### src/rtl/free_list_bank.sv
// One bank of the physical-register free list: a circular FIFO of free PR tags
// preloaded at reset. Optional same-cycle enq->deq bypass: FREE_LIST_BANK_BYPASS_EN.
module free_list_bank #(
  parameter int BANK_ID         = 0,
  parameter int DEPTH           = 32,
  parameter int LOWER_THRESHOLD = 8,
  parameter int UPPER_THRESHOLD = 24,
  parameter int PR_W            = 7,
  parameter int AR_COUNT        = 32,
  parameter int BANK_COUNT      = 4,
  parameter int INIT_COUNT      = 24,
  localparam int PTR_W          = $clog2(DEPTH),
  localparam int CNT_W          = PTR_W + 1
) (
  input  logic             CLK,
  input  logic             RST,
  input  logic             enq_valid,
  input  logic [PR_W-1:0]  enq_PR,
  output logic             deq_valid,
  output logic [PR_W-1:0]  deq_PR,
  input  logic             deq_ready,
  output logic [CNT_W-1:0] count,
  output logic             below_lower,
  output logic             above_upper,
  output logic             overflow_err
);

  logic [PR_W-1:0]  mem [DEPTH];
  logic [PTR_W-1:0] head, tail;
  logic [CNT_W-1:0] count_next;
  logic             empty, full, pop, enq_write, bypass;

  assign empty = (count == '0);
  assign full  = (count == CNT_W'(DEPTH));

`ifdef FREE_LIST_BANK_BYPASS_EN
  // An empty bank forwards the incoming tag; a consumed forward never touches storage.
  assign bypass    = empty & enq_valid & deq_ready;
  assign deq_valid = ~empty | enq_valid;
  assign deq_PR    = empty ? enq_PR : mem[head];
`else
  assign bypass    = 1'b0;
  assign deq_valid = ~empty;
  assign deq_PR    = mem[head];
`endif

  assign pop       = ~empty & deq_ready;
  assign enq_write = enq_valid & ~full & ~bypass;

  assign below_lower = (count < CNT_W'(LOWER_THRESHOLD));
  assign above_upper = (count > CNT_W'(UPPER_THRESHOLD));

  // NOTE: every always_comb output gets a default first so no path leaves it unassigned (no latch).
  always_comb begin
    count_next = count;
    if (enq_write && !pop)
      count_next = count + CNT_W'(1);
    else if (!enq_write && pop)
      count_next = count - CNT_W'(1);
  end

  // NOTE: state uses non-blocking assignments so all flops update from pre-edge values.
  // NOTE: the array is reset as a whole because the reset image is the initial free list itself.
  always_ff @(posedge CLK or posedge RST) begin
    if (RST) begin
      for (int i = 0; i < DEPTH; i++)
        mem[i] <= (i < INIT_COUNT) ? PR_W'(AR_COUNT + i * BANK_COUNT + BANK_ID) : '0;
      head         <= '0;
      tail         <= PTR_W'(INIT_COUNT);
      count        <= CNT_W'(INIT_COUNT);
      overflow_err <= 1'b0;
    end else begin
      if (enq_write) begin
        mem[tail] <= enq_PR;
        tail      <= (tail == PTR_W'(DEPTH - 1)) ? '0 : tail + PTR_W'(1);
      end
      if (pop)
        head <= (head == PTR_W'(DEPTH - 1)) ? '0 : head + PTR_W'(1);
      count <= count_next;
      if (enq_valid && full)
        overflow_err <= 1'b1;
    end
  end

endmodule

### config.mk
export PLATFORM = sky130hd
export DESIGN_NAME = free_list_bank
export DESIGN_NICKNAME = d
export VERILOG_FILES = /design/src/rtl/free_list_bank.sv
export SDC_FILE = /design/constraint.sdc
export NUM_CORES = 1
export LEC_CHECK = 0
export CAP_MARGIN = 0
export CELL_PAD_IN_SITES_DETAIL_PLACEMENT = 0
export CELL_PAD_IN_SITES_GLOBAL_PLACEMENT = 1
export CORE_AREA = 2 2 155 157
export CTS_BUF_LIST = sky130_fd_sc_hd__clkbuf_8
export CTS_CLUSTER_SIZE = 20
export DETAILED_ROUTE_END_ITERATION = 8
export DIE_AREA = 0 0 157 159
export MAX_ROUTING_LAYER = met4
export PLACE_DENSITY_LB_ADDON = 0.1
export SLEW_MARGIN = 25
export SYNTH_ARGS = -nofsm -noshare
export SYNTH_HDL_FRONTEND = slang
export SYNTH_SLANG_ARGS = --single-unit
### constraint.sdc
create_clock -name CLK -period 10.1 [get_ports CLK]
set_input_delay 2.02 -clock CLK [delete_from_list [all_inputs] [get_ports CLK]]
set_output_delay 2.02 -clock CLK [all_outputs]
set_load 0.05 [all_outputs]
---- Yosys cells after proc, flatten, opt, wreduce, memory -nomap -nowiden ----
Cells that the tools add are included.
storage, ports and cells
  register bits ........................... 241
  input bits .............................. 11
  output and inout port bits .............. 17
  logic and storage cells ................. 72
cells by class
  $add $sub $neg .......................... 4
  $lt $le $gt $ge ......................... 5
  eq/ne operators ......................... 3
  mux-type cells .......................... 10
  bitwise operators ....................... 6
  reductions and logical operators ........ 8
operator list
  kind                   number
  $bwmux W224            1
  $bmux W7 S5            1
  $demux W7 S5           1
  $mux W7                3
  $ge A6 B6 Y1 const B   2
  $mux W6                2
  $not A5 Y6             2
  $add A5 B1 Y5 const B  2
  $eq A5 B5 Y1 const B   2
  $mux W5                2
  $add A6 B1 Y6 const B  1
  $eq A6 B6 Y1 const B   1
  $gt A6 B5 Y1 const B   1
  $logic_not A6 Y1       1
  $lt A6 B1 Y1 const B   1
  $lt A6 B4 Y1 const B   1
  $sub A6 B1 Y6 const B  1
  $logic_and A1 B1 Y1    4
  $and A1 B1 Y1          2
  $logic_not A1 Y1       2
  $not A1 Y1             2
  $reduce_bool A2 Y1     1

---- Depth between registers and ports, before layout ----
Gate-level depths: netlist (run 1).
  word-level depth ........................ 7
  gate-level depth with buffers ........... 11
  gate-level depth less buffers ........... 10

---- Least setup slack after synthesis (run 1) ----
OpenSTA, ideal clock, no wires.
  path kind ............................... reg2out
  from .................................... reg head[1]
  to ...................................... out deq_PR[2]
  arrival time ............................ 2.330 ns
  required time ........................... 8.080 ns
  path slack .............................. 5.750 ns
  stages on the path, launching flop included .. 7
  buffers on the path ..................... 3
  cells stage by stage .................... dfrtp_1 buf_2 buf_1 nor2b_1 clkbuf_1 a211oi_1 a22oi_1
on the way
  cells in the longest elaborated chain, start to end .. 4
ends and longest elaborated chain
  element                                     RTL line  text
  from (decl)                                 29        logic [PTR_W-1:0] head, tail;
  from (signal assigned)                      78        head <= (head == PTR_W'(DEPTH - 1)) ? '0 : head + PTR_W'(1);
  $not A5 Y6 (not written as such)            44        assign deq_PR = mem[head];
  $bmux W7 S5                                 44
  $mux W7 (not written as such) (2 in a row)  44
  to (decl)                                   20        output logic [PR_W-1:0] deq_PR,
Every way passes these cells. The select of a mux whose other input is x is not followed.

---- Final worst setup path (run 1) ----
  from .................................... reg head[0]
  to ...................................... out deq_PR[2]
Same word-level chain as after synthesis.

==> impl_results.md, run 1 <==
* Max-cap violations at 0
* Largest net degree at the start of global routing at 112
* Rows at 56
* Number of diodes at 0
* Mean Syn Cell Area at 14.8 sq um
* Die Ht at 159 um
* Netlist cell types at 48
* Hold buffers post-CTS at 0
* Worst-Margin Slew at 892 ps
* DRC viols at 0
* Setup crit start kind: register
* Syn. warnings at 0
* Port buffer count at 27
* Max Freq at 0.167 GHz
* Commonest non-fill, non-tap cell in the layout: mux2_2
* P_leak at 0.00552 uW
* First-pass GRT wire length at 43200 um
* Vias per cell at 5.78
* Final WS setup at 4130 ps
* Hold path start: overflow_err
* Switching power at 1440 uW
* GRT overflow at 0
* Via count at 6675
* Mapped cell area at 11500 sq um
* Critical Path RT at 8080 ps
* WL final at 27300 um
* Finished Cell Area at 12800 sq um
* Clock sinks at 241
* Final core occ at 55.0%
* Combinational Power Share at 37.5%
* Detailed router's first-iteration violation count at 300
* Htree depth at 2
* Critical path class: register to primary output
* Outcome: complete, no violations
* Post-route antenna net violation count at 0
* P_int at 2640 uW
* Clock Skews at 13.5 ps
* Crit share post-route at 59.1%
* Count of pins over their slew limit at 0
* Final setup viols at 0
* Number of global-route vias before repair at 7365
* Worst slack, placed at 4660 ps
* Post-layout min period at 5970 ps
* Placed inst area at 12000 sq um
* NumNets Final at 827
* Final hold vios at 0
* Switching share of power at 35.3%
* GPL Wtd Cong at 0.815
* WP data arrival at 3950 ps
* Sequential area share after synthesis at 53.4%
* RSZ-0062 raised after global routing: false
* Reg2reg start: count[0]
* Cell count after synthesis at 775
* Fillcell total at 1952
* Layout cells sized above 1 at 51.4%
* Synth Flop Type: dfrtp_1
* Min-Delay Path Class: register to register
* Crit-path max FO at 43
* Seq pwr share at 42.2%
* DR WL/cell at 23.6 um
* Pre-antenna DRT Iters at 7
* Post-cts sizing count at 0
* Core area at 23200 sq um
* Syn_nets at 799
* Reg clk slew, reported paths at 60 ps
* #FFs+latches synth at 241
* CP Capture Type: primary output
* Initial antenna violation count at 0
* Total GRT Usage at 23.6%
* Asr flop ratio synth at 100%
* Dpl hpwl at 17500 um
* Starting density of the core at 49.4%
* Number of synthesized flops with an enable pin at 0
* CTS tree: done
* Postcts setup bufs at 0
* PwrDens at 320 nW/um^2
* Clk buf depth at 3
* Synthesis-to-finish area growth at 11.3%
* Num CTS Buffers at 43
* Clk pwr share at 20.3%
* Setup_tns at 0 ps
* Top-level I/O count at 28
* Slew margin rel. at 40.6%
* Clk_lat worst skew at 540 ps
* Area taken by multi-input logic gates at 5070 sq um
* DIE WIDTH at 157 um
* Die ar. at 25000 sq um
* Final Power at 4080 uW
* Commonest cells after routing, fill and taps aside: mux2_2 (213), dfrtp_1 (168), dfstp_2 (72), clkbuf_8 (49), mux4_2 (44)
* Max VDD drop at 0.199 mV
* Clock root cell: clkbuf_8
* Start point of the critical path: head[0]
* Seq. cell area at 6120 sq um
## cells by family after synthesis
kind of cell               after synthesis  share of synthesized area (%)
AOI/OAI and AO/OA                       78                           4.96
adders and majority gates               13                           1.49
xor gates and xnor gates                 5                          0.382
and+or+nand+nor                         80                           4.09
muxes                                  298                           33.3
buffers and inverters                   60                           2.32
DFF                                    241                           53.4
## stage by stage
step,cells,hold WS (ps)
after global placement,1077,442
after floorplan,775,453
after global routing,1155,495
after CTS,1155,466
after detailed placement,1077,446
final,1155,463
## layout make-up
class                   count  share of cell area, %
flip-flops and latches    241                   48.0
multi-input cells         474                   39.8
clock buffers              49                   5.29
well taps                 319                   3.13
repair buffers             38                   2.69
clock inverters            29                  0.893
inverters                   5                  0.206
## critical path, stage by stage (launching register included)
cell	delay [ps]
dfrtp_4	850
buf_4	730
mux4_2	590
a211oi_1	270
a22oi_1	190
clkdlybuf4s50_1	750
## power by group through the flow
stage / combinational, uW / clock, uW / sequential (uW)
after floorplan: 1160 / 0 / 1650
after global placement: 1500 / 0 / 1710
after detailed placement: 1530 / 0 / 1730
after CTS: 1540 / 850 / 1720
after global routing: 1640 / 897 / 1780
final: 1530 / 828 / 1720
## Yosys cell counts (6+ instances only)
master	n	area share, %
mux2_2	213	21
dfrtp_1	169	37
dfstp_2	72	17
mux4_2	44	8.7
clkbuf_1	35	1.1
mux2i_1	26	2.3
nor2_2	24	1.3
a22oi_1	19	1.2
mux2_1	15	1.5
o21ai_0	14	0.61
ha_1	12	1.3
buf_2	11	0.48
nand2_1	11	0.36
a21oi_1	10	0.44
nand2b_1	10	0.55
a211oi_1	7	0.46
nand3_1	7	0.31
o221ai_1	7	0.54
nor2_1	6	0.20
o22ai_1	6	0.33
## per-layer routing
layer / part of all wire, % / up-vias / GRT usage, %
li1: - / 2951 / -
met1: 45 / 3540 / 31.6
met2: 48 / 128 / 37.2
met3: 4.5 / 56 / 3.84
met4: 2.4 / 0 / 7.05
met5: 0 / - / -
## flip-flops by register name, summed over array words and instances, names as in the netlist
| name | flops |
|---|---|
| count | 6 |
| head | 5 |
| mem | 224 |
| tail | 5 |
| overflow_err | 1 |
## final timing paths
check / end / slack [ps] / cells after the start
min in group asynchronous: mem[216] / 2000 / 2
worst max-delay path: deq_PR[2] / 4130 / 5
worst max register to register: count[5] / 6420 / 10
worst min-delay path: overflow_err / 460 / 1
worst min register to register: overflow_err / 460 / 1
max in group asynchronous: head[0] / 6560 / 3
No activity file was read; power rests on OpenSTA's default activity.
==> inputs of run 2 (changes only) <==
==> constraint.sdc (replaced) <==
create_clock -name CLK -period 6 [get_ports CLK]
set_input_delay 1.2 -clock CLK [delete_from_list [all_inputs] [get_ports CLK]]
set_output_delay 1.2 -clock CLK [all_outputs]
set_load 0.05 [all_outputs]
==> run 2 against run 1 <==
  * Via count rose by 0.84%
  * Non-clock buffer count is 5 higher
  * Largest cell class unchanged
  * Sequential cell count is the same
  * Routed wire length hardly changed
  * Critical path type unchanged
  * Clock-buffer cell count rose by 7
  * Clock skew up 7.6 ps
  * Critical path depth unchanged
  * Clock power is 86% higher
  * Die area is the same
==> impl_results.md, run 2 (same netlist as run 1, synthesis figures left out) <==
* Htree depth at 2 (unchanged)
* WL final at 27300 um (about the same)
* Hold buffers post-CTS at 0 (unchanged)
* Crit path cell chain: nand3_1 -> o221ai_1 -> a21oi_1 -> a22oi_1 -> clkdlybuf4s50_1 (was buf_4 -> mux4_2 -> a211oi_1 -> a22oi_1 -> clkdlybuf4s50_1)
* Synthesis-to-finish area growth at 12.8% (was 11.3%)
* Total GRT Usage at 23.6% (about the same)
* Max-cap violations at 0 (unchanged)
* Max Freq at 0.207 GHz
* P_leak at 0.00557 uW (was 0.00552 uW)
* Placed inst area at 12000 sq um (about the same)
* Max incr delay on CP at 870 ps (was 850 ps)
* Post-route antenna net violation count at 0 (unchanged)
* Die Ht at 159 um (unchanged)
* P_int at 4590 uW (was 2640 uW)
* DIE WIDTH at 157 um (unchanged)
* Seq. cell area at 6120 sq um (unchanged)
* Worst slack, placed at 1740 ps (was 4660 ps)
* Layout cells sized above 1 at 52.8% (was 51.4%)
* Crit-path slowest cell: clkdlybuf4s50_1 (was dfrtp_4)
* Largest Register: mem (unchanged)
* Fillcell total at 1866 (was 1952)
* DR WL/cell at 23.5 um (was 23.6 um)
* Final WS setup at 1170 ps (was 4130 ps)
* Setup_tns at 0 ps (unchanged)
* Final setup viols at 0 (unchanged)
* Finished Cell Area at 12900 sq um (was 12800 sq um)
* Seq pwr share at 41.3% (was 42.2%)
* Count of pins over their slew limit at 0 (unchanged)
* Max VDD drop at 0.446 mV (was 0.199 mV)
* GPL Wtd Cong at 0.823 (was 0.815)
* Detailed router's first-iteration violation count at 331 (was 300)
* Clk buf depth at 3 (unchanged)
* Critical Path RT at 4800 ps (was 8080 ps)
* CP Capture Type: primary output (unchanged)
* Crit-path max FO at 13 (was 43)
* Final hold vios at 0 (unchanged)
* Largest net degree at the start of global routing at 125 (was 112)
* Setup crit start kind: register (unchanged)
* Core area at 23200 sq um (unchanged)
* Commonest non-fill, non-tap cell in the layout: mux2_2 (unchanged)
* RSZ-0062 raised after global routing: false (unchanged)
* GRT overflow at 0 (unchanged)
* Initial antenna violation count at 1 (was 0)
* Clk_lat worst skew at 550 ps (was 540 ps)
* Die ar. at 25000 sq um (unchanged)
* Crit share post-route at 80.5%
* Port buffer count at 27 (unchanged)
* Clock Skews at 21.1 ps (was 13.5 ps)
* Vias per cell at 5.80 (was 5.78)
* Worst-Margin Slew at 755 ps (was 892 ps)
* Combinational Power Share at 36.9% (was 37.5%)
* Outcome: complete, no violations (unchanged)
* WP data arrival at 3630 ps (was 3950 ps)
* Area taken by multi-input logic gates at 5070 sq um (about the same)
* Switching power at 2450 uW (was 1440 uW)
* Postcts setup bufs at 0 (unchanged)
* Rows at 56 (unchanged)
* Max reg flops at 224 (unchanged)
* Starting density of the core at 49.4% (unchanged)
* Reg clk slew, reported paths at 70 ps (was 60 ps)
* Post-layout min period at 4830 ps
* Num CTS Buffers at 42 (was 43)
* Min-Delay Path Class: register to register (unchanged)
* Switching share of power at 34.8% (was 35.3%)
* Clk pwr share at 21.8% (was 20.3%)
* Critical path class: register to primary output (unchanged)
* Commonest cells after routing, fill and taps aside: mux2_2 (213), dfrtp_1 (168), dfstp_2 (72), clkbuf_8 (56), mux4_2 (44) (was mux2_2 (213), dfrtp_1 (168), dfstp_2 (72), clkbuf_8 (49), mux4_2 (44))
* First-pass GRT wire length at 43300 um (was 43200 um)
* PwrDens at 545 nW/um^2 (was 320 nW/um^2)
* Slew margin rel. at 49.5% (was 40.6%)
* Top-level I/O count at 28 (unchanged)
* Via count at 6731 (was 6675)
* CTS tree: done (unchanged)
* Biggest regs: mem: 224 flops, count: 6 flops (unchanged)
* Post-cts sizing count at 0 (unchanged)
* DRC viols at 0 (unchanged)
* Dpl hpwl at 17900 um (was 17500 um)
* Clock sinks at 241 (unchanged)
* Pre-antenna DRT Iters at 6 (was 7)
* Clock root cell: clkbuf_8 (unchanged)
* Number of global-route vias before repair at 7346 (was 7365)
* NumNets Final at 831 (was 827)
[run 2: changes by cell type in the layout (fill, tap and decap cells not counted)]
cell and delta:
diode_2 +1, nor2_1 +1, clkbuf_8 +7, clkdlybuf4s50_1 +1, inv_8 -1, buf_4 +3
buf_2 -1, nor2_2 -1, inv_1 -11, clkinv_2 +4, buf_16 +1, buf_12 +1
bufinv_16 +1
[run 2: worst paths after layout]
| kind | startpoint | end | slack [ps] | cells after the start |
|---|---|---|---|---|
| max in group asynchronous | RST | mem[11] | 3990 | 3 |
| min in group asynchronous | RST | mem[220] | 1000 | 2 |
| worst min-delay path | overflow_err | overflow_err | 460 | 1 |
| worst max register to register | count[0] | count[5] | 2370 | 10 |
| worst min register to register | overflow_err | overflow_err | 460 | 1 |
| worst max-delay path | head[1] | deq_PR[2] | 1170 | 5 |
[run 2: power by group through the flow]
stage / Combinational (uW) / Clock [uW] / Sequential [uW]
global placement: 2500 / 0 / 2930
global route: 2780 / 1660 / 3000
CTS: 2630 / 1590 / 2910
finish: 2600 / 1540 / 2910
detailed placement: 2620 / 0 / 2930
floorplan: 1960 / 0 / 2790
[run 2: area by class of cell]
type                            instances  share of cell area, %
Inverter                                5                  0.174
Multi-Input combinational cell        474                   39.2
Sequential cell                       241                   47.4
Clock buffer                           56                   5.96
Clock inverter                         22                  0.891
Timing Repair Buffer                   43                   3.23
Tap cell                              319                   3.09
Antenna cell                            1                 0.0194
[run 2: worst max-delay path, delay by kind of cell, from the launching register on]
kind	cells	cell delay (ps)
AO/OA/AOI/OAI	3	920
buffers and inverters	1	870
flip-flops	1	660
AND/OR/NAND/NOR	1	620
[run 2: layer usage]
layer	GRT usage, %	wire (um)	up-vias	share of wire (%)
li1	-	-	2959	-
met1	32.5	12200	3568	45
met2	35.9	12900	160	47
met3	4.11	1330	44	4.9
met4	7.46	743	0	2.7
met5	-	0	-	0
[run 2: through the flow]
stage | hold slack (ps) | utilization [%] | total power, uW | cells
after detailed placement | 446 | 51.9 | 5550 | 1082
after floorplan | 453 | - | 4750 | 775
final | 458 | 55.7 | 7050 | 1161
after global routing | 506 | 55.7 | 7440 | 1161
after CTS | 466 | 55.7 | 7120 | 1160
after global placement | 440 | 51.8 | 5440 | 1081
==> inputs of run 3 (changes only) <==
--- a/config.mk
+++ b/config.mk
@@ -8,11 +8,11 @@
 export CAP_MARGIN = 0
 export CELL_PAD_IN_SITES_DETAIL_PLACEMENT = 0
 export CELL_PAD_IN_SITES_GLOBAL_PLACEMENT = 1
-export CORE_AREA = 2 2 155 157
+export CORE_AREA = 2 2 156 158
 export CTS_BUF_LIST = sky130_fd_sc_hd__clkbuf_8
 export CTS_CLUSTER_SIZE = 20
 export DETAILED_ROUTE_END_ITERATION = 8
-export DIE_AREA = 0 0 157 159
+export DIE_AREA = 0 0 158 160
 export MAX_ROUTING_LAYER = met4
 export PLACE_DENSITY_LB_ADDON = 0.1
 export SLEW_MARGIN = 25
==> constraint.sdc (replaced) <==
create_clock -name CLK -period 4.3 [get_ports CLK]
set_input_delay 0.86 -clock CLK [delete_from_list [all_inputs] [get_ports CLK]]
set_output_delay 0.86 -clock CLK [all_outputs]
set_load 0.05 [all_outputs]
==> run 3 against run 2 <==
  * Register-to-register slack worse by 1700 ps
  * Non-clock buffer count up 1
  * Global-route usage up 0.18 points
  * Setup slack worse by 750 ps
  * Cell count up 0.43%
  * Via count up 0.52%
==> impl_results.md, run 3 (same netlist as run 1, synthesis figures left out) <==
* DRC viols at 0 (unchanged)
* Top-level I/O count at 28 (unchanged)
* Die Ht at 160 um (was 159 um)
* GRT overflow at 0 (unchanged)
* Hold buffers post-CTS at 0 (unchanged)
* Rows at 57 (was 56)
* Largest net degree at the start of global routing at 99 (was 125)
* NumNets Final at 832 (was 831)
* RSZ-0062 raised after global routing: false (unchanged)
* Number of diodes at 0 (was 1)
* Max-cap violations at 0 (unchanged)
* Largest Register: mem (unchanged)
* Synthesis-to-finish area growth at 14.2% (was 12.8%)
* Worst-Margin Slew at 841 ps (was 755 ps)
* Post-route antenna net violation count at 0 (unchanged)
* Htree depth at 2 (unchanged)
* Min-Delay Path Class: register to register (unchanged)
* WP data arrival at 3020 ps (was 3630 ps)
* Reg clk slew, reported paths at 60 ps (was 70 ps)
* Pre-antenna DRT Iters at 5 (was 6)
* Count of pins over their slew limit at 0 (unchanged)
* Detailed router's first-iteration violation count at 391 (was 331)
* First-pass GRT wire length at 43900 um (was 43300 um)
* Max reg flops at 224 (unchanged)
* Starting density of the core at 48.1% (was 49.4%)
* Final hold vios at 0 (unchanged)
* Setup_tns at 0 ps (unchanged)
* Via count at 6766 (was 6731)
* Clk buf depth at 3 (unchanged)
* Max VDD drop at 0.530 mV (was 0.446 mV)
* P_leak at 0.00563 uW (was 0.00557 uW)
* Crit share post-route at 90.2%
* Biggest regs: mem: 224 flops, count: 6 flops (unchanged)
* WL final at 27700 um (was 27300 um)
* Max Freq at 0.258 GHz
* CTS tree: done (unchanged)
* Initial antenna violation count at 0 (was 1)
* Clock Skews at 15.5 ps (was 21.1 ps)
* Placed inst area at 12100 sq um (was 12000 sq um)
* Die ar. at 25300 sq um (was 25000 sq um)
* Critical path class: register to primary output (unchanged)
* Commonest non-fill, non-tap cell in the layout: mux2_2 (unchanged)
* Vias per cell at 5.80 (about the same)
* Postcts setup bufs at 0 (unchanged)
* Post-layout min period at 3880 ps
* Finished Cell Area at 13100 sq um (was 12900 sq um)
* Layout cells sized above 1 at 54.3% (was 52.8%)
* Final setup viols at 0 (unchanged)
* Critical Path RT at 3440 ps (was 4800 ps)
* Number of global-route vias before repair at 7251 (was 7346)
* Total GRT Usage at 23.8% (was 23.6%)
* Clock root cell: clkbuf_8 (unchanged)
* Clk_lat worst skew at 540 ps (was 550 ps)
* Placed cells at 1088 (was 1082)
* Crit-path max FO at 14 (was 13)
* PwrDens at 784 nW/um^2 (was 545 nW/um^2)
* DIE WIDTH at 158 um (was 157 um)
* Num CTS Buffers at 42 (unchanged)
* DR WL/cell at 23.8 um (was 23.5 um)
* Commonest cells after routing, fill and taps aside: mux2_2 (213), dfrtp_1 (168), dfstp_2 (72), clkbuf_8 (63), mux4_2 (44) (was mux2_2 (213), dfrtp_1 (168), dfstp_2 (72), clkbuf_8 (56), mux4_2 (44))
* Clock sinks at 241 (unchanged)
* Port buffer count at 27 (unchanged)
* Outcome: complete, no violations (unchanged)
* Final WS setup at 423 ps (was 1170 ps)
* Dpl hpwl at 18400 um (was 17900 um)
* GPL Wtd Cong at 0.830 (was 0.823)
* Final std cells w/o fill at 1166 (was 1161)
* Slew margin rel. at 43.8% (was 49.5%)
* Core area at 23800 sq um (was 23200 sq um)
* Worst slack, placed at 681 ps (was 1740 ps)
* Final Power at 10300 uW (was 7050 uW)
* CP Capture Type: primary output (unchanged)
* Post-cts sizing count at 0 (unchanged)
* Setup crit start kind: register (unchanged)
* Fillcell total at 1993 (was 1866)
run 3: changes by cell type in the layout (fill, tap and decap cells not counted):
cell             previous run  this run
buf_12                      1        10
buf_16                      1         0
clkbuf_8                   56        63
clkdlybuf4s50_1            26        19
clkinv_2                    5         3
clkinvlp_4                  1         2
diode_2                     1         0
inv_1                      20        14
nor2b_1                     4         5
nor2b_2                     1         0
run 3: metal layers:
metal	up-vias	part of all wire (%)	track usage (%)
met5	-	0	-
met4	0	1.7	5.49
met3	42	4.4	4.12
met2	153	48	36.5
met1	3623	45	33.3
li1	2948	-	-
run 3: critical path, stage by stage (launching register included):
cell and delay [ps]:
dfrtp_1 830, nand3b_1 540, o221ai_1 380, a21oi_1 70, a21oi_1 440, buf_12 210
run 3: final timing paths:
kind	startpoint	to	slack (ps)	cells after the start
max	head[2]	deq_PR[5]	420	5
max reg2reg	count[0]	count[5]	710	10
min reg2reg	overflow_err	overflow_err	460	1
min	overflow_err	overflow_err	460	1
max in group asynchronous	RST	mem[103]	2920	3
min in group asynchronous	RST	mem[185]	590	2
run 3: final cells by class:
type	instances	area, sq um	area share (%)
clock buffer	63	867	6.63
clock inverter	15	90.1	0.689
inverter	5	22.5	0.172
multi-input combinational	474	5070	38.8
sequential	241	6120	46.8
tap	324	405	3.10
timing repair buffer	44	500	3.83
run 3: power by group:
part           internal (uW)  switching [uW]
combinational           1950            1970
clock                   1350             935
sequential              3400             645
total                   6700            3560
run 3: stage by stage:
| step | util, % | hold slack, ps |
|---|---|---|
| after floorplan | - | 453 |
| after global placement | 50.9 | 442 |
| after detailed placement | 50.9 | 446 |
| after CTS | 54.9 | 464 |
| after global routing | 54.9 | 495 |
| final | 54.9 | 460 |
